### config.mk
export PLATFORM = sky130hd
export DESIGN_NAME = cpu_fabric_bridge
export DESIGN_NICKNAME = d
export VERILOG_FILES = /design/src/rtl/cpu_fabric_bridge_pkg.sv /design/src/rtl/cpu_io_wait_counter.sv /design/src/rtl/cpu_fabric_bridge.sv
export SDC_FILE = /design/constraint.sdc
export NUM_CORES = 1
export LEC_CHECK = 0
export BUFFER_PORTS_ARGS = -buffer_cell sky130_fd_sc_hd__buf_2
export CAP_MARGIN = 5
export CORE_UTILIZATION = 35
export CTS_CLUSTER_DIAMETER = 150
export CTS_CLUSTER_SIZE = 8
export DETAILED_ROUTE_END_ITERATION = 10
export GPL_ROUTABILITY_DRIVEN = 0
export HOLD_SLACK_MARGIN = 0.03
export MAX_ROUTING_LAYER = met4
export SLEW_MARGIN = 30
export SYNTH_ARGS = -nofsm -noshare
export SYNTH_HDL_FRONTEND = slang
export SYNTH_SLANG_ARGS = --single-unit
### constraint.sdc
create_clock -name UserCLK -period 17.48 [get_ports UserCLK]
set_input_delay 3.496 -clock UserCLK [delete_from_list [all_inputs] [get_ports UserCLK]]
set_output_delay 3.496 -clock UserCLK [all_outputs]
set_load 0.02 [all_outputs]
### src/rtl/cpu_fabric_bridge_pkg.sv
// Shared types and constants for the CPU-to-fabric custom-instruction bridge.
package cpu_fabric_bridge_pkg;

  typedef enum logic [1:0] {
    IDLE = 2'd0,
    WAIT = 2'd1,
    RESP = 2'd2
  } state_t;

  // Each W_CPU_IO tile takes and returns one nibble per bus.
  localparam int TILE_BITS       = 4;
  // Bit of the RES2 bus that the fabric uses as its done flag.
  localparam int DONE_BIT        = 0;
  localparam int DEFAULT_TIMEOUT = 255;

endpackage

### src/rtl/cpu_io_wait_counter.sv
// WAIT-state counter: loads on acceptance, counts down in fixed-latency mode
// and up in done mode. Flags are decoded from the registered count only.
module cpu_io_wait_counter #(
  parameter int W     = 8,
  parameter int LIMIT = 255
) (
  input  logic         clk,
  input  logic         rst,
  input  logic         load,
  input  logic [W-1:0] load_val,
  input  logic         dec,
  input  logic         inc,
  output logic         zero,
  output logic         term,
  output logic         tmo
);

  localparam logic [W-1:0] ONE     = W'(1);
  // Up-count starts at 0 on the first WAIT cycle, so LIMIT-1 is the value
  // seen on the edge LIMIT cycles after acceptance.
  localparam logic [W-1:0] TMO_VAL = W'(LIMIT - 1);

  logic [W-1:0] cnt;

  // Load has priority; decrement and increment are never requested together.
  always_ff @(posedge clk or posedge rst) begin
    if (rst)       cnt <= '0;
    else if (load) cnt <= load_val;
    else if (dec)  cnt <= cnt - ONE;
    else if (inc)  cnt <= cnt + ONE;
  end

  assign zero = (cnt == '0);
  assign term = (cnt == ONE);
  assign tmo  = (cnt == TMO_VAL);

endmodule

### src/rtl/cpu_fabric_bridge.sv
// Bridges a CPU custom-instruction port to a column of W_CPU_IO tiles:
// registers operands onto the fabric, waits a fixed latency or for the
// fabric done flag (with timeout), and holds the captured results.
module cpu_fabric_bridge
  import cpu_fabric_bridge_pkg::*;
#(
  parameter  int ROWS    = 8,
  parameter  int LAT_W   = 4,
  parameter  int TIMEOUT = DEFAULT_TIMEOUT,
  localparam int DATA_W  = TILE_BITS * ROWS
) (
  input  logic              UserCLK,
  input  logic              reset,
  input  logic              req_valid,
  output logic              req_ready,
  input  logic [DATA_W-1:0] req_op_a,
  input  logic [DATA_W-1:0] req_op_b,
  input  logic [LAT_W-1:0]  req_latency,
  output logic              rsp_valid,
  input  logic              rsp_ready,
  output logic [DATA_W-1:0] rsp_lo,
  output logic [DATA_W-1:0] rsp_hi,
  output logic [DATA_W-1:0] rsp_status,
  output logic              rsp_error,
  output logic [DATA_W-1:0] fab_opa,
  output logic [DATA_W-1:0] fab_opb,
  input  logic [DATA_W-1:0] fab_res0,
  input  logic [DATA_W-1:0] fab_res1,
  input  logic [DATA_W-1:0] fab_res2
);

  localparam int TMO_W = $clog2(TIMEOUT + 1);
  localparam int CNT_W = (LAT_W > TMO_W) ? LAT_W : TMO_W;

  state_t state_q, state_d;
  logic   fixed_q;
  logic   acc, cap, cap_err, cnt_dec, cnt_inc;
  logic   cnt_zero, cnt_term, cnt_tmo;
  logic   done;

  assign done      = fab_res2[DONE_BIT];
  assign req_ready = (state_q == IDLE);
  assign rsp_valid = (state_q == RESP);

  cpu_io_wait_counter #(
    .W     (CNT_W),
    .LIMIT (TIMEOUT)
  ) u_wait_cnt (
    .clk      (UserCLK),
    .rst      (reset),
    .load     (acc),
    .load_val ((req_latency != '0) ? CNT_W'(req_latency) : '0),
    .dec      (cnt_dec),
    .inc      (cnt_inc),
    .zero     (cnt_zero),
    .term     (cnt_term),
    .tmo      (cnt_tmo)
  );

  // State register.
  always_ff @(posedge UserCLK or posedge reset) begin
    if (reset) state_q <= IDLE;
    else       state_q <= state_d;
  end

  // Next state and per-cycle control strobes.
  always_comb begin
    state_d = state_q;
    acc     = 1'b0;
    cap     = 1'b0;
    cap_err = 1'b0;
    cnt_dec = 1'b0;
    cnt_inc = 1'b0;
    case (state_q)
      IDLE: if (req_valid) begin
        acc     = 1'b1;
        state_d = WAIT;
      end
      WAIT: if (fixed_q) begin
        if (cnt_term) begin
          cap     = 1'b1;
          state_d = RESP;
        end else begin
          cnt_dec = 1'b1;
        end
      end else begin
        // Count 0 is the first WAIT cycle: the fabric has not yet had a full
        // cycle with the new operands, so a stale done flag is ignored.
        // Done is tested before timeout so a coincident done wins.
        if (!cnt_zero && done) begin
          cap     = 1'b1;
          state_d = RESP;
        end else if (cnt_tmo) begin
          cap     = 1'b1;
          cap_err = 1'b1;
          state_d = RESP;
        end else begin
          cnt_inc = 1'b1;
        end
      end
      RESP: if (rsp_ready) state_d = IDLE;
      default: state_d = IDLE;
    endcase
  end

  // Operands and mode latch on acceptance; operands persist between ops.
  always_ff @(posedge UserCLK or posedge reset) begin
    if (reset) begin
      fab_opa <= '0;
      fab_opb <= '0;
      fixed_q <= 1'b0;
    end else if (acc) begin
      fab_opa <= req_op_a;
      fab_opb <= req_op_b;
      fixed_q <= (req_latency != '0);
    end
  end

  // Result capture; held stable through RESP for as long as the CPU stalls.
  always_ff @(posedge UserCLK or posedge reset) begin
    if (reset) begin
      rsp_lo     <= '0;
      rsp_hi     <= '0;
      rsp_status <= '0;
      rsp_error  <= 1'b0;
    end else if (cap) begin
      rsp_lo     <= fab_res0;
      rsp_hi     <= fab_res1;
      rsp_status <= fab_res2;
      rsp_error  <= cap_err;
    end
  end

endmodule

==> summary.md, run 1 <==
| Metric | Value |
|---|---|
| Status | `finished, final reports clean` |
| CTS max path bufs | `2` |
| Largest net degree at the start of global routing | `100` |
| H-tree depth | `4` |
| Syn nets | `around 750` |
| Number of hold buffers added after cts | `0` |
| Final #Nets | `about 1100` |
| Post-synthesis cell type count | `36` |
| DRT antenna net count | `0` |
| Critical-path maximum fanout | `57` |
| Seq/Total Area, Yosys | `0.632` |
| MaxCap Viol Count | `0` |
| Final setup fails | `0` |
| Reg2reg start | `u_wait_cnt.cnt[2]` |
| CTS tree | `yes` |
| Max IR drop VDD | `0.0000669 V` |
| DP Wirelength | `11.7 mm` |
| Crit path kind | `primary input to flip-flop` |
| Worst slew margin relative to its limit | `0.513` |
| Root buf cell | `clkbuf_16` |
| Initial antenna violation count | `4` |
| GRT busiest layer | `met2` |
| Met3 Use GR | `0.0564` |
| Row count | `50` |
| PwrDens | `208 nW/µm²` |
| IO Port Bufs | `330` |
| Die H | `141 µm` |
| Worst setup SP type | `primary input` |
| Die X | `141 µm` |
| Clk pin slew, worst setup/hold paths | `0.07 ns` |
| Final period util | `0.304` |
| Syn avg cell area | `11.8 µm²` |
| Async SR Flop Fraction | `1.00` |
| GRT Total Usage | `0.169` |
| Setup TNS | `0 ns` |
| CTS sink count | `172` |
| Leakage | `4.94 nW` |
| Post-synth EDFFs | `0` |
| Post-CTS sizing | `0` |
| Initial DRC count | `116` |
| DP Area | `between 8000 and 9000 µm²` |
| CP arrival | `about 5.6 ns` |
| Routed vias | `5190` |
| Num CTS Buffers | `17` |
| Most frequent cells in the layout | `buf_2, nand2_1, dfrtp_1` |
| Vias in the first global route | `4972` |
| Routed WL | `16.4 mm` |
| DRC | `0` |
| # IOs | `~330` |
| Congestion Overflow GR | `0` |
| Predominant post-synthesis flop cell | `dfrtp_1` |
| RSZ-0062 raised after global routing | `no` |
| Fin crit period | `5.31 ns` |
| Final hold violation count | `0` |
| Drt wl/cell | `between 10 and 15 µm` |
| Via density | `4.39` |
| Die area | `20000 µm²` |
| Yosys warns | `0` |
| Flops & latches, synth | `172` |
| Post-CTS Setup Bufs | `0` |
| Max frequency | `about 190 MHz` |
| Worst-margin pin slew | `0.730 ns` |
| Commonest non-fill, non-tap cell in the layout | `buf_2` |
| Initial Util | `0.360` |
| Clock latency on the worst-skew pair | `approximately 0.42 ns` |
| Critical Path End Type | `flip-flop` |
| Worst min path class | `flip-flop to flip-flop` |
| Fraction of layout cells with a size suffix above 1 | `0.513` |
| Syn-to-layout area delta | `37.1%` |
| HP Start | `fab_opb[26]` |
| Core Region | `18900 µm²` |
| # fillers | `1795` |
| Required @ worst endpoint | `approximately 18 ns` |
| Fin. max-slew vios | `0` |
| Clk_skew | `0.00852 ns` |
| Met1 usage | `0.200` |
| Post-Syn Area | `6810 µm²` |
| Drt pass-1 iters | `4` |
| Global-route wire length before repair | `25.5 mm` |
| Final Instance Area | `9340 µm²` |
| Met2 Use GR | `0.274` |
| Post-Syn Instances | `about 580` |
| Setup crit start | `fab_res2[0]` |
-- state kept, by name, indices dropped and copies added, names as in the netlist --
register / count
rsp_lo: 32
fab_opa: 32
fixed_q: 1
rsp_status: 32
rsp_error: 1
state_q: 2
rsp_hi: 32
fab_opb: 32
u_wait_cnt.cnt: 8
-- stage by stage --
step                hold WS (ns)  power (mW)  utilization  worst slack [ns]  cells
finish                     0.467        1.94        0.494             12.17   1181
global route               0.490        2.07        0.494             12.04   1181
CTS                        0.474        1.97        0.494             12.15   1177
detailed placement         0.457        1.57        0.461             11.70   1145
global placement           0.454        1.55        0.461             11.73   1145
floorplan                  0.515        1.28            -              9.32    576
-- critical path: stages --
cell and delay (ns):
buf_2 0.11, nor2_1 0.17, a41oi_4 0.09, o21ai_4 0.18
buf_4 0.43, buf_4 0.67, mux2_2 0.42
-- cell usage after synthesis, types with 2 or more instances --
| cell | number | share of area |
|---|---|---|
| nand2b_1 | 2 | 0.0018 |
| mux2i_1 | 2 | 0.0029 |
| nor4_1 | 3 | 0.0028 |
| buf_2 | 8 | 0.0059 |
| nand3_1 | 4 | 0.0029 |
| a2111oi_0 | 2 | 0.0026 |
| clkbuf_1 | 15 | 0.0083 |
| or3_1 | 2 | 0.0018 |
| mux2_2 | 97 | 0.16 |
| o21ai_0 | 9 | 0.0066 |
| and4_1 | 2 | 0.0026 |
| inv_1 | 8 | 0.0044 |
| nor2_1 | 12 | 0.0066 |
| buf_6 | 3 | 0.0050 |
| and3_1 | 2 | 0.0018 |
| or4_1 | 2 | 0.0022 |
| and2_1 | 2 | 0.0018 |
| a21oi_1 | 6 | 0.0044 |
| nand2_1 | 203 | 0.11 |
| ha_1 | 5 | 0.0092 |
| dfrtp_1 | 172 | 0.63 |
-- final cells by class --
cell class                      count  area, µm²  area share
Clock buffer                       19        433      0.0463
Inverter                            8       37.5     0.00402
Timing Repair Buffer              335       1690       0.181
Multi-Input combinational cell    370       2360       0.252
Clock inverter                     13        180      0.0193
Antenna cell                        4       10.0     0.00107
Tap cell                          260        325      0.0348
Sequential cell                   172       4300       0.461
-- metal layers --
layer | vias up | share of wire
met5 | - | 0
met4 | 0 | 0.017
met3 | 25 | 0.073
met1 | 2385 | 0.43
li1 | 2566 | -
met2 | 214 | 0.48
-- cells by family after synthesis --
family	count (synthesis)	synth area share
and+or+nand+nor	240	0.144
DFF	172	0.632
muxes	99	0.163
buffers and inverters	34	0.0235
AOI/OAI and AO/OA	26	0.0277
adders and majority gates	5	0.00919
-- worst paths after layout --
path	to	slack, ns	depth (start not counted)
worst max-delay path	rsp_lo[30]	12.17	7
worst min-delay path	fab_opb[26]	0.47	2
worst max register to register	rsp_lo[30]	14.46	6
worst min register to register	fab_opb[26]	0.47	2
max in group asynchronous	rsp_hi[8]	13.22	3
min in group asynchronous	rsp_status[13]	3.17	2
-- report_power, final --
group          total (mW)  internal [mW]  switching (mW)
Clock               0.392          0.230           0.163
Combinational       0.856          0.339           0.518
Sequential          0.695          0.596          0.0988
(Power assumes the default switching activity.)
==> run 2, diff against run 1 <==
--- a/config.mk
+++ b/config.mk
@@ -5,6 +5,7 @@
 export SDC_FILE = /design/constraint.sdc
 export NUM_CORES = 1
 export LEC_CHECK = 0
+export ABC_AREA = 1
 export BUFFER_PORTS_ARGS = -buffer_cell sky130_fd_sc_hd__buf_2
 export CAP_MARGIN = 5
 export CORE_UTILIZATION = 35
==> constraint.sdc (replaced) <==
create_clock -name UserCLK -period 5.5 [get_ports UserCLK]
set_input_delay 1.1 -clock UserCLK [delete_from_list [all_inputs] [get_ports UserCLK]]
set_output_delay 1.1 -clock UserCLK [all_outputs]
set_load 0.02 [all_outputs]
==> run 2 against run 1 <==
Net effect: non-clock buffer count is 2 higher; area after synthesis is 5.2% higher; routed wire length is 29% higher; combinational power grew to 3.4 times the previous value; core utilization is 0.18 points lower; clock skew is 0.00058 ns lower; sequential share of layout area is 1.9 points lower; synthesized cell count is 48% higher; global-route usage is 4.0 points higher; critical path depth is 2 higher.
==> summary.md, run 2 <==
| Metric | Value |
|---|---|
| Leading cell types by total area after synthesis | `dfrtp_1, nand2_1, nand3_1 (was dfrtp_1, mux2_2, nand2_1)` |
| Async SR Flop Fraction | `1.00 (unchanged)` |
| Die X | `145 µm (was 141 µm)` |
| Fraction of layout cells with a size suffix above 1 | `0.322 (was 0.513)` |
| Drt pass-1 iters | `6 (was 4)` |
| Vias in the first global route | `6490 (was 4972)` |
| RSZ-0062 raised after global routing | `no (unchanged)` |
| Worst min path class | `flip-flop to flip-flop (unchanged)` |
| Final non-filler cell total | `1441 (was 1181)` |
| Post-synth EDFFs | `0 (unchanged)` |
| Cell with the most instances after synthesis | `nand2_1 (unchanged)` |
| CP arrival | `2.79 ns (was 5.61 ns)` |
| # IOs | `331 (unchanged)` |
| PwrDens | `667 nW/µm² (was 208 nW/µm²)` |
| Routed WL | `21.1 mm (was 16.4 mm)` |
| Commonest non-fill, non-tap cell in the layout | `nand2_1 (was buf_2)` |
| Seq/Total Area, Yosys | `0.601 (was 0.632)` |
| Met2 Use GR | `0.325 (was 0.274)` |
| Final setup fails | `0 (unchanged)` |
| Largest area contributor in the netlist | `dfrtp_1 (unchanged)` |
| Initial Util | `0.362 (was 0.360)` |
| Max frequency | `411 MHz` |
| CTS tree | `yes (unchanged)` |
| Largest net degree at the start of global routing | `173 (was 100)` |
| Met3 Use GR | `0.0557 (was 0.0564)` |
| Predominant post-synthesis flop cell | `dfrtp_1 (unchanged)` |
| Crit path kind | `flip-flop to flip-flop (was primary input to flip-flop)` |
| Number of hold buffers added after cts | `0 (unchanged)` |
| Syn nets | `1026 (was 749)` |
| IO Port Bufs | `330 (unchanged)` |
| Worst setup SP type | `flip-flop (was primary input)` |
| Multi-input gate area | `2580 µm² (was 2360 µm²)` |
| MaxCap Viol Count | `0 (unchanged)` |
| Via density | `4.58 (was 4.39)` |
| Post-CTS Setup Bufs | `0 (unchanged)` |
| Clk_skew | `0.00793 ns (was 0.00852 ns)` |
| Core Region | `19800 µm² (was 18900 µm²)` |
| Syn avg cell area | `8.40 µm² (was 11.8 µm²)` |
| Die area | `21000 µm² (was 20000 µm²)` |
| Met1 usage | `0.268 (was 0.200)` |
| Root buf cell | `clkbuf_16 (unchanged)` |
| Initial antenna violation count | `2 (was 4)` |
| Congestion Overflow GR | `0 (unchanged)` |
| Clock latency on the worst-skew pair | `0.42 ns (about the same)` |
| Most frequent cells in the layout | `nand2_1, buf_2, dfrtp_1 (was buf_2, nand2_1, dfrtp_1)` |
| Post-synth top area share | `0.601 (was 0.632)` |
| Leakage | `5.73 nW (was 4.94 nW)` |
| Worst reg2reg setup slack | `3.06 ns (was 14.46 ns)` |
| Syn-to-layout area delta | `36.0% (was 37.1%)` |
| Post-CTS sizing | `0 (unchanged)` |
| GRT Total Usage | `0.209 (was 0.169)` |
| DRT antenna net count | `0 (unchanged)` |
| Die H | `145 µm (was 141 µm)` |
| Cells after DPL | `1405 (was 1145)` |
| Fin crit period | `2.44 ns` |
| Final period util | `0.443` |
| Final Util | `0.493 (was 0.494)` |
| Critical Path End Type | `flip-flop (unchanged)` |
| DRC | `0 (unchanged)` |
| Reg area | `4300 µm² (unchanged)` |
| Max IR drop VDD | `0.000287 V (was 0.0000669 V)` |
| Fin. max-slew vios | `0 (unchanged)` |
| Row count | `51 (was 50)` |
| Routed vias | `6594 (was 5190)` |
| Post-Syn Instances | `853 (was 576)` |
| Critical-path maximum fanout | `96 (was 57)` |
| Synth top cells by count | `nand2_1, dfrtp_1, nand3_1 (was nand2_1, dfrtp_1, mux2_2)` |
| Worst-margin pin slew | `0.835 ns (was 0.730 ns)` |
| Initial DRC count | `365 (was 116)` |
| CTS sink count | `172 (unchanged)` |
| Final #Nets | `1334 (was 1077)` |
| Num CTS Buffers | `17 (unchanged)` |
| Worst slew margin relative to its limit | `0.443 (was 0.513)` |
| Flops & latches, synth | `172 (unchanged)` |
| Yosys warns | `0 (unchanged)` |
| Post-synthesis cell type count | `20 (was 36)` |
| GRT busiest layer | `met2 (unchanged)` |
| DP Wirelength | `13.9 mm (was 11.7 mm)` |
| Status | `finished, final reports clean (unchanged)` |
| Setup TNS | `0 ns (unchanged)` |
| Global-route wire length before repair | `34.1 mm (was 25.5 mm)` |
| Clk pin slew, worst setup/hold paths | `0.07 ns (about the same)` |
| # fillers | `1942 (was 1795)` |
| Final hold violation count | `0 (unchanged)` |
| Drt wl/cell | `14.6 µm (was 13.9 µm)` |
| Required @ worst endpoint | `5.86 ns (was 17.78 ns)` |
| Post-Syn Area | `7160 µm² (was 6810 µm²)` |
| CTS max path bufs | `2 (unchanged)` |
| H-tree depth | `4 (unchanged)` |
## run 2: cell count changes after synthesis, moves of 8 or more
cell	previous run	this run
clkbuf_1	15	31
nand4_1	1	9
nand2_1	203	444
mux2_2	97	0
nand3_1	4	115
inv_1	8	25
## run 2: path summary, 6_finish.rpt
check / from / endpoint / cells after the start
worst max-delay path: u_wait_cnt.cnt[0] / rsp_lo[9] / 9
worst min-delay path: rsp_lo[29] / rsp_lo[29] / 2
worst max register to register: u_wait_cnt.cnt[0] / rsp_lo[9] / 9
worst min register to register: rsp_lo[29] / rsp_lo[29] / 2
max in group asynchronous: reset / fab_opa[5] / 4
min in group asynchronous: reset / rsp_hi[29] / 3
## run 2: kinds of logic after synthesis
kind of cell	share of synthesized area
adders and majority gates	0.00874
xor gates and xnor gates	0.00734
buffers and inverters	0.0416
and+or+nand+nor	0.333
AOI/OAI and AO/OA	0.00821
DFF	0.601
## run 2: per-layer routing
metal,wire [µm],share of wire,vias up
li1,-,-,3288
met2,9850,0.47,257
met5,0,0,-
met3,1430,0.068,20
met4,316,0.015,0
met1,9500,0.45,3029
## run 2: final cells by class
class                   instances  share of cell area
flip-flops and latches        172               0.442
multi-input cells             608               0.265
repair buffers                337               0.181
clock buffers                  18              0.0440
well taps                     265              0.0340
clock inverters                14              0.0238
inverters                      25              0.0100
diodes                          2            0.000514
## run 2: power breakdown
| part | internal (mW) | switching (mW) | total, mW |
|---|---|---|---|
| registers | 1.85 | 0.337 | 2.18 |
| logic | 0.903 | 2.05 | 2.95 |
| clock network | 0.821 | 0.547 | 1.37 |
| total | 3.57 | 2.93 | 6.50 |
## run 2: critical path, cell delays in order (launching register included)
cell,delay (ns)
dfrtp_1,0.43
inv_1,0.24
ha_1,0.20
nand2_1,0.05
nor2_1,0.13
a21oi_1,0.14
a21oi_4,0.26
buf_6,0.54
nand3_1,0.17
nand2_1,0.11
## run 2: stage by stage
stage / instance area (µm²) / hold slack, ns / total power [mW] / setup slack (ns)
3_3_place_gp: 9010 / 0.449 / 5.10 / 2.65
5_1_grt: 9740 / 0.482 / 6.97 / 2.81
2_1_floorplan: 7170 / 0.474 / 4.13 / 2.20
3_5_place_dp: 9020 / 0.454 / 5.13 / 2.65
6_report: 9740 / 0.467 / 6.50 / 3.06
4_1_cts: 9680 / 0.471 / 6.53 / 2.88
